**config.mk**
```make
export PLATFORM = sky130hd
export DESIGN_NAME = mc_cu
export DESIGN_NICKNAME = d
export VERILOG_FILES = /design/src/rtl/mc_cu.sv
export SDC_FILE = /design/constraint.sdc
export NUM_CORES = 1
export LEC_CHECK = 0
export CORE_UTILIZATION = 35
export DETAILED_ROUTE_END_ITERATION = 12
export PLACE_DENSITY = 0.68
export RECOVER_POWER = 50
export SLEW_MARGIN = 20
export SYNTH_ARGS = -nofsm -noshare
export SYNTH_HDL_FRONTEND = slang
export SYNTH_SLANG_ARGS = --single-unit
```
**constraint.sdc**
```tcl
create_clock -name clock -period 4.42 [get_ports clock]
set_clock_uncertainty 0.05 [all_clocks]
set_input_delay 0.663 -clock clock [delete_from_list [all_inputs] [get_ports clock]]
set_output_delay 0.663 -clock clock [all_outputs]
set_load 0.01 [all_outputs]
```
**src/rtl/mc_cu.sv**
```systemverilog
// Multicycle control unit for a MIPS-subset datapath: five-phase FSM with
// optional memory handshake, trap state and a retired-instruction counter.
//
// state | meaning
// IF    | fetch instruction, PC <= PC + 4
// ID    | decode, branch target into ALU register, jumps complete here
// EXE   | ALU operation; branches resolve here
// MEM   | data memory access via ALU result address
// WB    | register-file write
// TRAP  | illegal instruction seen; held until reset
module mc_cu #(
    parameter int MEM_HANDSHAKE = 1,
    parameter int CNT_W         = 32
) (
    input  logic             clock,
    input  logic             resetn,
    input  logic [5:0]       op,
    input  logic [5:0]       func,
    input  logic             z,
    input  logic             mem_rdy,
    output logic             wpc,
    output logic             wir,
    output logic             wmem,
    output logic             wreg,
    output logic             iord,
    output logic             regrt,
    output logic             m2reg,
    output logic             shift,
    output logic             sext,
    output logic             jal,
    output logic             alusrca,
    output logic [1:0]       alusrcb,
    output logic [3:0]       aluc,
    output logic [1:0]       pcsource,
    output logic [2:0]       state,
    output logic             illegal,
    output logic [CNT_W-1:0] instret
);

    typedef enum logic [2:0] {
        S_IF   = 3'd0,
        S_ID   = 3'd1,
        S_EXE  = 3'd2,
        S_MEM  = 3'd3,
        S_WB   = 3'd4,
        S_TRAP = 3'd7
    } state_t;

    state_t cur, nxt;

    logic r_type;
    logic i_add, i_sub, i_and, i_or, i_xor, i_sll, i_srl, i_sra, i_jr;
    logic i_addi, i_andi, i_ori, i_xori, i_lw, i_sw, i_beq, i_bne, i_lui, i_j, i_jal;
    logic is_shift, is_rr, is_imm, is_legal, mem_done;
    logic [3:0] exe_aluc;

    assign r_type = (op == 6'b000000);
    assign i_add  = r_type && (func == 6'b100000);
    assign i_sub  = r_type && (func == 6'b100010);
    assign i_and  = r_type && (func == 6'b100100);
    assign i_or   = r_type && (func == 6'b100101);
    assign i_xor  = r_type && (func == 6'b100110);
    assign i_sll  = r_type && (func == 6'b000000);
    assign i_srl  = r_type && (func == 6'b000010);
    assign i_sra  = r_type && (func == 6'b000011);
    assign i_jr   = r_type && (func == 6'b001000);
    assign i_addi = (op == 6'b001000);
    assign i_andi = (op == 6'b001100);
    assign i_ori  = (op == 6'b001101);
    assign i_xori = (op == 6'b001110);
    assign i_lw   = (op == 6'b100011);
    assign i_sw   = (op == 6'b101011);
    assign i_beq  = (op == 6'b000100);
    assign i_bne  = (op == 6'b000101);
    assign i_lui  = (op == 6'b001111);
    assign i_j    = (op == 6'b000010);
    assign i_jal  = (op == 6'b000011);

    assign is_shift = i_sll | i_srl | i_sra;
    assign is_rr    = i_add | i_sub | i_and | i_or | i_xor | is_shift;
    assign is_imm   = i_addi | i_andi | i_ori | i_xori | i_lui;
    assign is_legal = is_rr | i_jr | is_imm | i_lw | i_sw | i_beq | i_bne | i_j | i_jal;
    assign mem_done = (MEM_HANDSHAKE == 0) || mem_rdy;

    always_comb begin
        exe_aluc = 4'b0000;
        if (i_sub || i_beq || i_bne)  exe_aluc = 4'b0100;
        else if (i_and || i_andi)     exe_aluc = 4'b0001;
        else if (i_or || i_ori)       exe_aluc = 4'b0101;
        else if (i_xor || i_xori)     exe_aluc = 4'b0010;
        else if (i_lui)               exe_aluc = 4'b0110;
        else if (i_sll)               exe_aluc = 4'b0011;
        else if (i_srl)               exe_aluc = 4'b0111;
        else if (i_sra)               exe_aluc = 4'b1111;
    end

    always_ff @(posedge clock or negedge resetn) begin
        if (!resetn) cur <= S_IF;
        else         cur <= nxt;
    end

    always_comb begin
        nxt      = cur;
        wpc      = 1'b0;
        wir      = 1'b0;
        wmem     = 1'b0;
        wreg     = 1'b0;
        iord     = 1'b0;
        regrt    = 1'b0;
        m2reg    = 1'b0;
        shift    = 1'b0;
        sext     = 1'b0;
        jal      = 1'b0;
        alusrca  = 1'b0;
        alusrcb  = 2'b00;
        aluc     = 4'b0000;
        pcsource = 2'b00;
        illegal  = 1'b0;
        case (cur)
            S_IF: begin
                alusrcb = 2'b01;
                if (mem_done) begin
                    wir = 1'b1;
                    wpc = 1'b1;
                    nxt = S_ID;
                end
            end
            S_ID: begin
                alusrcb = 2'b11;
                sext    = 1'b1;
                if (i_j || i_jal) begin
                    wpc      = 1'b1;
                    pcsource = 2'b11;
                    wreg     = i_jal;
                    jal      = i_jal;
                    nxt      = S_IF;
                end else if (i_jr) begin
                    wpc      = 1'b1;
                    pcsource = 2'b10;
                    nxt      = S_IF;
                end else if (!is_legal) begin
                    nxt = S_TRAP;
                end else begin
                    nxt = S_EXE;
                end
            end
            S_EXE: begin
                shift   = is_shift;
                alusrca = ~is_shift;
                alusrcb = (is_rr || i_beq || i_bne) ? 2'b00 : 2'b10;
                sext    = i_addi | i_lw | i_sw | i_beq | i_bne;
                aluc    = exe_aluc;
                if (i_beq || i_bne) begin
                    pcsource = 2'b01;
                    wpc      = (i_beq & z) | (i_bne & ~z);
                    nxt      = S_IF;
                end else if (i_lw || i_sw) begin
                    nxt = S_MEM;
                end else begin
                    nxt = S_WB;
                end
            end
            S_MEM: begin
                iord = 1'b1;
                // The store strobe only fires in the cycle memory accepts it
                if (mem_done) begin
                    wmem = i_sw;
                    nxt  = i_sw ? S_IF : S_WB;
                end
            end
            S_WB: begin
                wreg  = 1'b1;
                m2reg = i_lw;
                regrt = is_imm | i_lw;
                nxt   = S_IF;
            end
            S_TRAP: begin
                illegal = 1'b1;
            end
            default: nxt = S_IF;
        endcase
    end

    always_ff @(posedge clock or negedge resetn) begin
        if (!resetn)                         instret <= '0;
        else if (nxt == S_IF && cur != S_IF) instret <= instret + CNT_W'(1);
    end

    assign state = cur;

endmodule

```
# After elaboration in Yosys (flattened, before gate mapping)
# Index checks and enable logic that the tools add are counted.
[classes] n_reduce_logical=25 mux=42 add_sub_neg=1 n_eq_ne=24 n_bitwise=29
[ops] cell="equality test 6 bit (second input constant)" n=7
[ops] cell="equality test 6 x 4 -> 1 bit (second input constant)" n=6
[ops] cell="two-way mux 4 bit" n=9
[ops] cell="adder 32 x 1 -> 32 bit (second input constant)" n=1
[ops] cell="bitwise OR 1 bit" n=25
[ops] cell="equality test 6 x 2 -> 1 bit (second input constant)" n=4
[ops] cell="two-way mux 3 bit" n=8
[ops] cell="two-way mux 1 bit" n=16
[ops] cell="one-hot mux 3 bit (5 select lines)" n=1
[ops] cell="equality test 6 x 3 -> 1 bit (second input constant)" n=2
[ops] cell="zero test 6 bit" n=2
[ops] cell="logical AND 1 bit" n=10
[ops] cell="logical OR 1 bit" n=10
[ops] cell="equality test 3 x 2 -> 1 bit (second input constant)" n=2
[ops] cell="equality test 3 bit (second input constant)" n=2
[ops] cell="zero test 3 bit" n=2
[ops] cell="two-way mux 2 bit" n=3
[ops] cell="one-hot mux 2 bit (3 select lines)" n=1
[ops] cell="one-hot mux 1 bit (2 select lines)" n=2
[ops] cell="one-hot mux 2 bit (2 select lines)" n=1
[ops] cell="equality test 3 x 1 -> 1 bit (second input constant)" n=1
[ops] cell="one-hot mux 1 bit (3 select lines)" n=1
[ops] cell="nonzero test 3 bit" n=1
[ops] cell="AND 1 bit" n=2
[ops] cell="NOT 1 bit" n=2
[word_totals] register_bits=35 input_bits=16 word_cells=123

# Logic depth before layout (Yosys ltp)
[logic_depth] word_depth=21 mapped_depth=7

# Worst setup path after synthesis
# Ideal clock, no wire load.
[synth_timing] kind="input to output" start="in op[3]" end="out aluc[3]" setup_slack_ns=1.840 n_path_buf=1 t_required_ns=3.707 arrival_time_ns=1.867 path_stages=4 path_cell_list="buf_2 -> nor4_1 -> nand2_1 -> nor4_1"
[synth_via] elab_chain_cells=11 elab_cells_between_ends=28
[synth_lines] element="from (decl)" line="17" source="input logic [5:0] op,"
[synth_lines] element="zero test 6 bit" line="57" source="assign r_type = (op == 6'b000000);"
[synth_lines] element="logical AND 1 bit" line="65" source="assign i_sra = r_type && (func == 6'b000011);"
[synth_lines] element="two-way mux 4 bit" line="94" source="else if (i_sra) exe_aluc = 4'b1111;"
[synth_lines] element="two-way mux 4 bit" line="93" source="else if (i_srl) exe_aluc = 4'b0111;"
[synth_lines] element="two-way mux 4 bit" line="92" source="else if (i_sll) exe_aluc = 4'b0011;"
[synth_lines] element="two-way mux 4 bit" line="91" source="else if (i_lui) exe_aluc = 4'b0110;"
[synth_lines] element="two-way mux 4 bit" line="90" source="else if (i_xor || i_xori) exe_aluc = 4'b0010;"
[synth_lines] element="two-way mux 4 bit" line="89" source="else if (i_or || i_ori) exe_aluc = 4'b0101;"
[synth_lines] element="two-way mux 4 bit" line="88" source="else if (i_and || i_andi) exe_aluc = 4'b0001;"
[synth_lines] element="two-way mux 4 bit (*)" line="87" source="if (i_sub || i_beq || i_bne) exe_aluc = 4'b0100;"
[synth_lines] element="two-way mux 4 bit (*)" line="119" source="case (cur)"
[synth_lines] element="to (decl)" line="33" source="output logic [3:0] aluc,"
# Every way passes the cells marked *; elsewhere a longest branch is shown, timed or not.

# Worst setup path after layout
[layout_timing] start="in op[3]" end="out shift"
[layout_via] elab_chain_cells=5 elab_cells_between_ends=7
[layout_lines] element="zero test 6 bit (*)" line="57"
[layout_lines] element="logical AND 1 bit (on tied branches)" line="63, 64"
[layout_lines] element="bitwise OR 1 bit" line="79" source="assign is_shift = i_sll | i_srl | i_sra;"
[layout_lines] element="bitwise OR 1 bit (*)" line="79"
[layout_lines] element="two-way mux 1 bit (*)" line="119"
[layout_lines] element="to (decl)" line="28" source="output logic shift,"
# Marked as above.

==> summary.txt <==
Run status
  • Status: complete, but fails checks
  • Failing checks: max-capacitance violations, max-slew violations

Finish
  • Ratio of cells with drive above 1 in the final layout: 6.940%
  • Fill count: 598
  • Final instance area: 0.003110 mm²
  • Post-Layout Cell Count: 394
  • Area delta synth->final: 34.45%
  • Final nets: 333
  • Ant diodes: 0

Clocking
  • Num CTS Buffers: 5
  • Cts hold-fix bufs: 0
  • Clock-pin slew on the worst setup and hold paths: 0.07 ns
  • Root Driver: clkbuf_8
  • Max clock buf depth: 2
  • Worst skew pair latency: between 0.2 and 0.3 ns
  • CTS Sinks: 35
  • CTS tree: done
  • Post-CTS Setup Bufs: 0
  • H-tree depth: 2
  • Cts repair resizes: 0

Hold path
  • Hold path endpoint: instret[13]
  • Worst hold start: instret[13]
  • Worst hold path class: reg -> reg
  • Worst Hold Depth: 1

Die
  • Ports: 71
  • Die width: between 80 and 90 µm
  • Starting density of the core: 36.43%
  • Core area: 0.006350 mm²
  • Die ar.: 0.006939 mm²
  • Die height: 83.30 µm
  • # rows: 29

STA
  • # setup viols final: 0
  • Tcrit/Tclk final: 84.70%
  • Final Max Tran Viols: 36
  • Rel. slew slack: -21.37%
  • Endpoints failing hold: 0
  • Final TNS setup: 0 ns
  • Worst-Margin Slew: 1.821 ns
  • Post-layout min period: between 3 and 4 ns
  • Hold WS: between 0.4 and 0.5 ns
  • Peak Freq: 0.2671 GHz
  • RSZ-0062 raised after global routing: false

Power
  • Pwr Density: 387.2 mW/mm²
  • Leak pwr: roughly 1.3 nW
  • Total power: 0.001204 W
  • Max VDD drop: 0.2290 mV

Placed design
  • Placed instance area: between 0.003 and 0.004 mm²
  • Dpl hpwl: 4292 µm
  • Gpl congestion: ~0.86
  • Total placed cells including tap cells: 386
  • Port bufs: 70

Yosys
  • Flops & latches, synth: 35
  • Syn avg cell area: 9.180 µm²
  • Mapped Area: around 0.0023 mm²
  • Sequential cell area fraction in the yosys report: between 30 and 40%
  • Unique masters post-synth: 53
  • Post-synth net total: 269
  • Syn. warnings: 0
  • Synth async-reset ratio: 100.0%
  • Number of flops mapped to enable cells by yosys: 0
  • Top FF cell, synth: dfrtp_1
  • Cells after synthesis: 252

Worst setup path
  • CP Max Fanout: 12
  • Startpoint types: input pin
  • Required time worst endpoint: 3.71 ns
  • R2R Setup Slk: 2.22 ns
  • Worst Reg-to-Reg Cells: 5
  • CP Capture Type: primary output
  • Crit path arrival time: ~3 ns
  • WS Path Type: in -> out
  • Worst r2r dst: instret[1]
  • FF-to-FF Start: state[2]

GRT
  • Largest net degree at the start of global routing: 36
  • GRT overflow: 0
  • Number of global-route vias before repair: roughly 2,100
  • First-pass GRT wire length: ~10000 µm
  • Initial antenna violation count: 0
  • All-Layer GR Usage: 17.47%

Routing
  • DR vias: between 2,000 and 2,500
  • Drt drc: 0
  • DRT Pass-1 Iters: 4
  • Post-DRT Antenna Nets: 0
  • Final WL: 5852 µm
  • Starting DRC count in detailed routing: between 100 and 150
  • WL per Instance: approximately 15 µm
  • Via-per-instance ratio: 5.500

Run
  • Max Cap Violations: 1
-- logic make-up after synthesis --
group                      Yosys count  synth area share, %
AOI/OAI and AO/OA                   32                10.44
xor gates and xnor gates            32                12.11
adders and majority gates            1               0.5407
buffers and inverters               19                5.300
DFF                                 35                37.86
muxes                                2                1.081
and+or+nand+nor                    131                32.67
-- metrics by stage --
step           utilization (%)  setup WS [ns]
4_1_cts                  49.04         0.6508
3_3_place_gp             47.47         0.7988
5_1_grt                  48.99         0.4664
6_report                 48.99         0.6764
3_5_place_dp             47.47         0.6676
2_1_floorplan                -          1.840
-- final cells by class --
cell class              count  area (µm²)  share of cell area (%)
well taps                  77       96.34                   3.097
flip-flops and latches     35       875.8                   28.16
multi-input cells         198        1315                   42.28
repair buffers             71       704.4                   22.65
clock buffers               8       100.1                   3.218
inverters                   5       18.77                  0.6034
-- where the power goes --
part           total (W)  switching, W  leakage [nW]  internal (W)
logic           0.000517      0.000276         0.748      0.000241
clock network   0.000252      0.000110        0.0515      0.000142
registers       0.000436     0.0000747         0.474      0.000361
-- flip-flops by register name, summed over array words and instances (netlist names) --
signal / flops
instret: 32
state: 3
-- layer usage --
metal	track usage, %	up-vias	part of all wire, %
met1	22.37	1037	45
met4	5.016	0	1.1
li1	-	1044	-
met5	0	-	0
met3	4.573	7	6.6
met2	28.99	79	48
-- cells in the final DEF (no fill, tap or decap), drive strengths merged, types with 2 or more instances in the layout --
| cell | synthesis | layout |
|---|---|---|
| nand3 | 18 | 18 |
| dlygate4sd3 | 0 | 28 |
| inv | 5 | 5 |
| and4 | 5 | 5 |
| a21oi | 7 | 7 |
| nor2 | 26 | 26 |
| nor3 | 3 | 3 |
| nand2 | 18 | 18 |
| o21ai | 7 | 7 |
| and2 | 7 | 7 |
| clkdlybuf4s50 | 0 | 42 |
| nand4b | 3 | 3 |
| nor4 | 8 | 8 |
| clkbuf | 2 | 9 |
| dfrtp | 35 | 35 |
| xnor2 | 32 | 32 |
| and3 | 14 | 14 |
| nor3b | 4 | 4 |
| nor2b | 3 | 3 |
| a31oi | 3 | 3 |
| a32oi | 2 | 2 |
| nand4 | 15 | 15 |
-- how the worst max path moves through the flow --
stage	start	endpoint	slack, ns
floorplan	op[3]	aluc[3]	1.84
global placement	op[3]	aluc[1]	0.80
detailed placement	op[3]	shift	0.67
CTS	op[3]	shift	0.65
global route	op[3]	aluc[3]	0.47
finish	op[3]	shift	0.68
-- critical path, cell delays in order --
cell and delay [ns]:
clkdlybuf4s50_1 0.57, nor4_1 0.62, nand2_1 0.26, nor4_1 0.32
clkdlybuf4s50_1 0.59
-- cell usage after synthesis, types with 2 or more instances --
cell type	instances	area (µm²)
xnor2_1	32	280.3
a32oi_1	2	17.52
o21ai_0	6	30.03
nor3b_1	2	15.01
buf_4	2	15.01
a31oi_1	3	18.77
nand4b_1	3	26.28
and2_1	6	37.54
nand2_1	17	63.81
nor3b_2	2	25.02
clkbuf_1	2	7.510
nor2b_1	3	18.77
buf_6	5	56.30
nor3_1	2	10.01
dfrtp_1	35	875.8
nand4_1	15	93.84
inv_1	5	18.77
and4_1	5	43.79
and3_1	14	87.58
nand3_1	18	90.09
a21oi_1	7	35.03
nor2_1	25	93.84
nor4_1	7	43.79
buf_2	5	25.02
No activity file was read; power rests on OpenSTA's default activity.
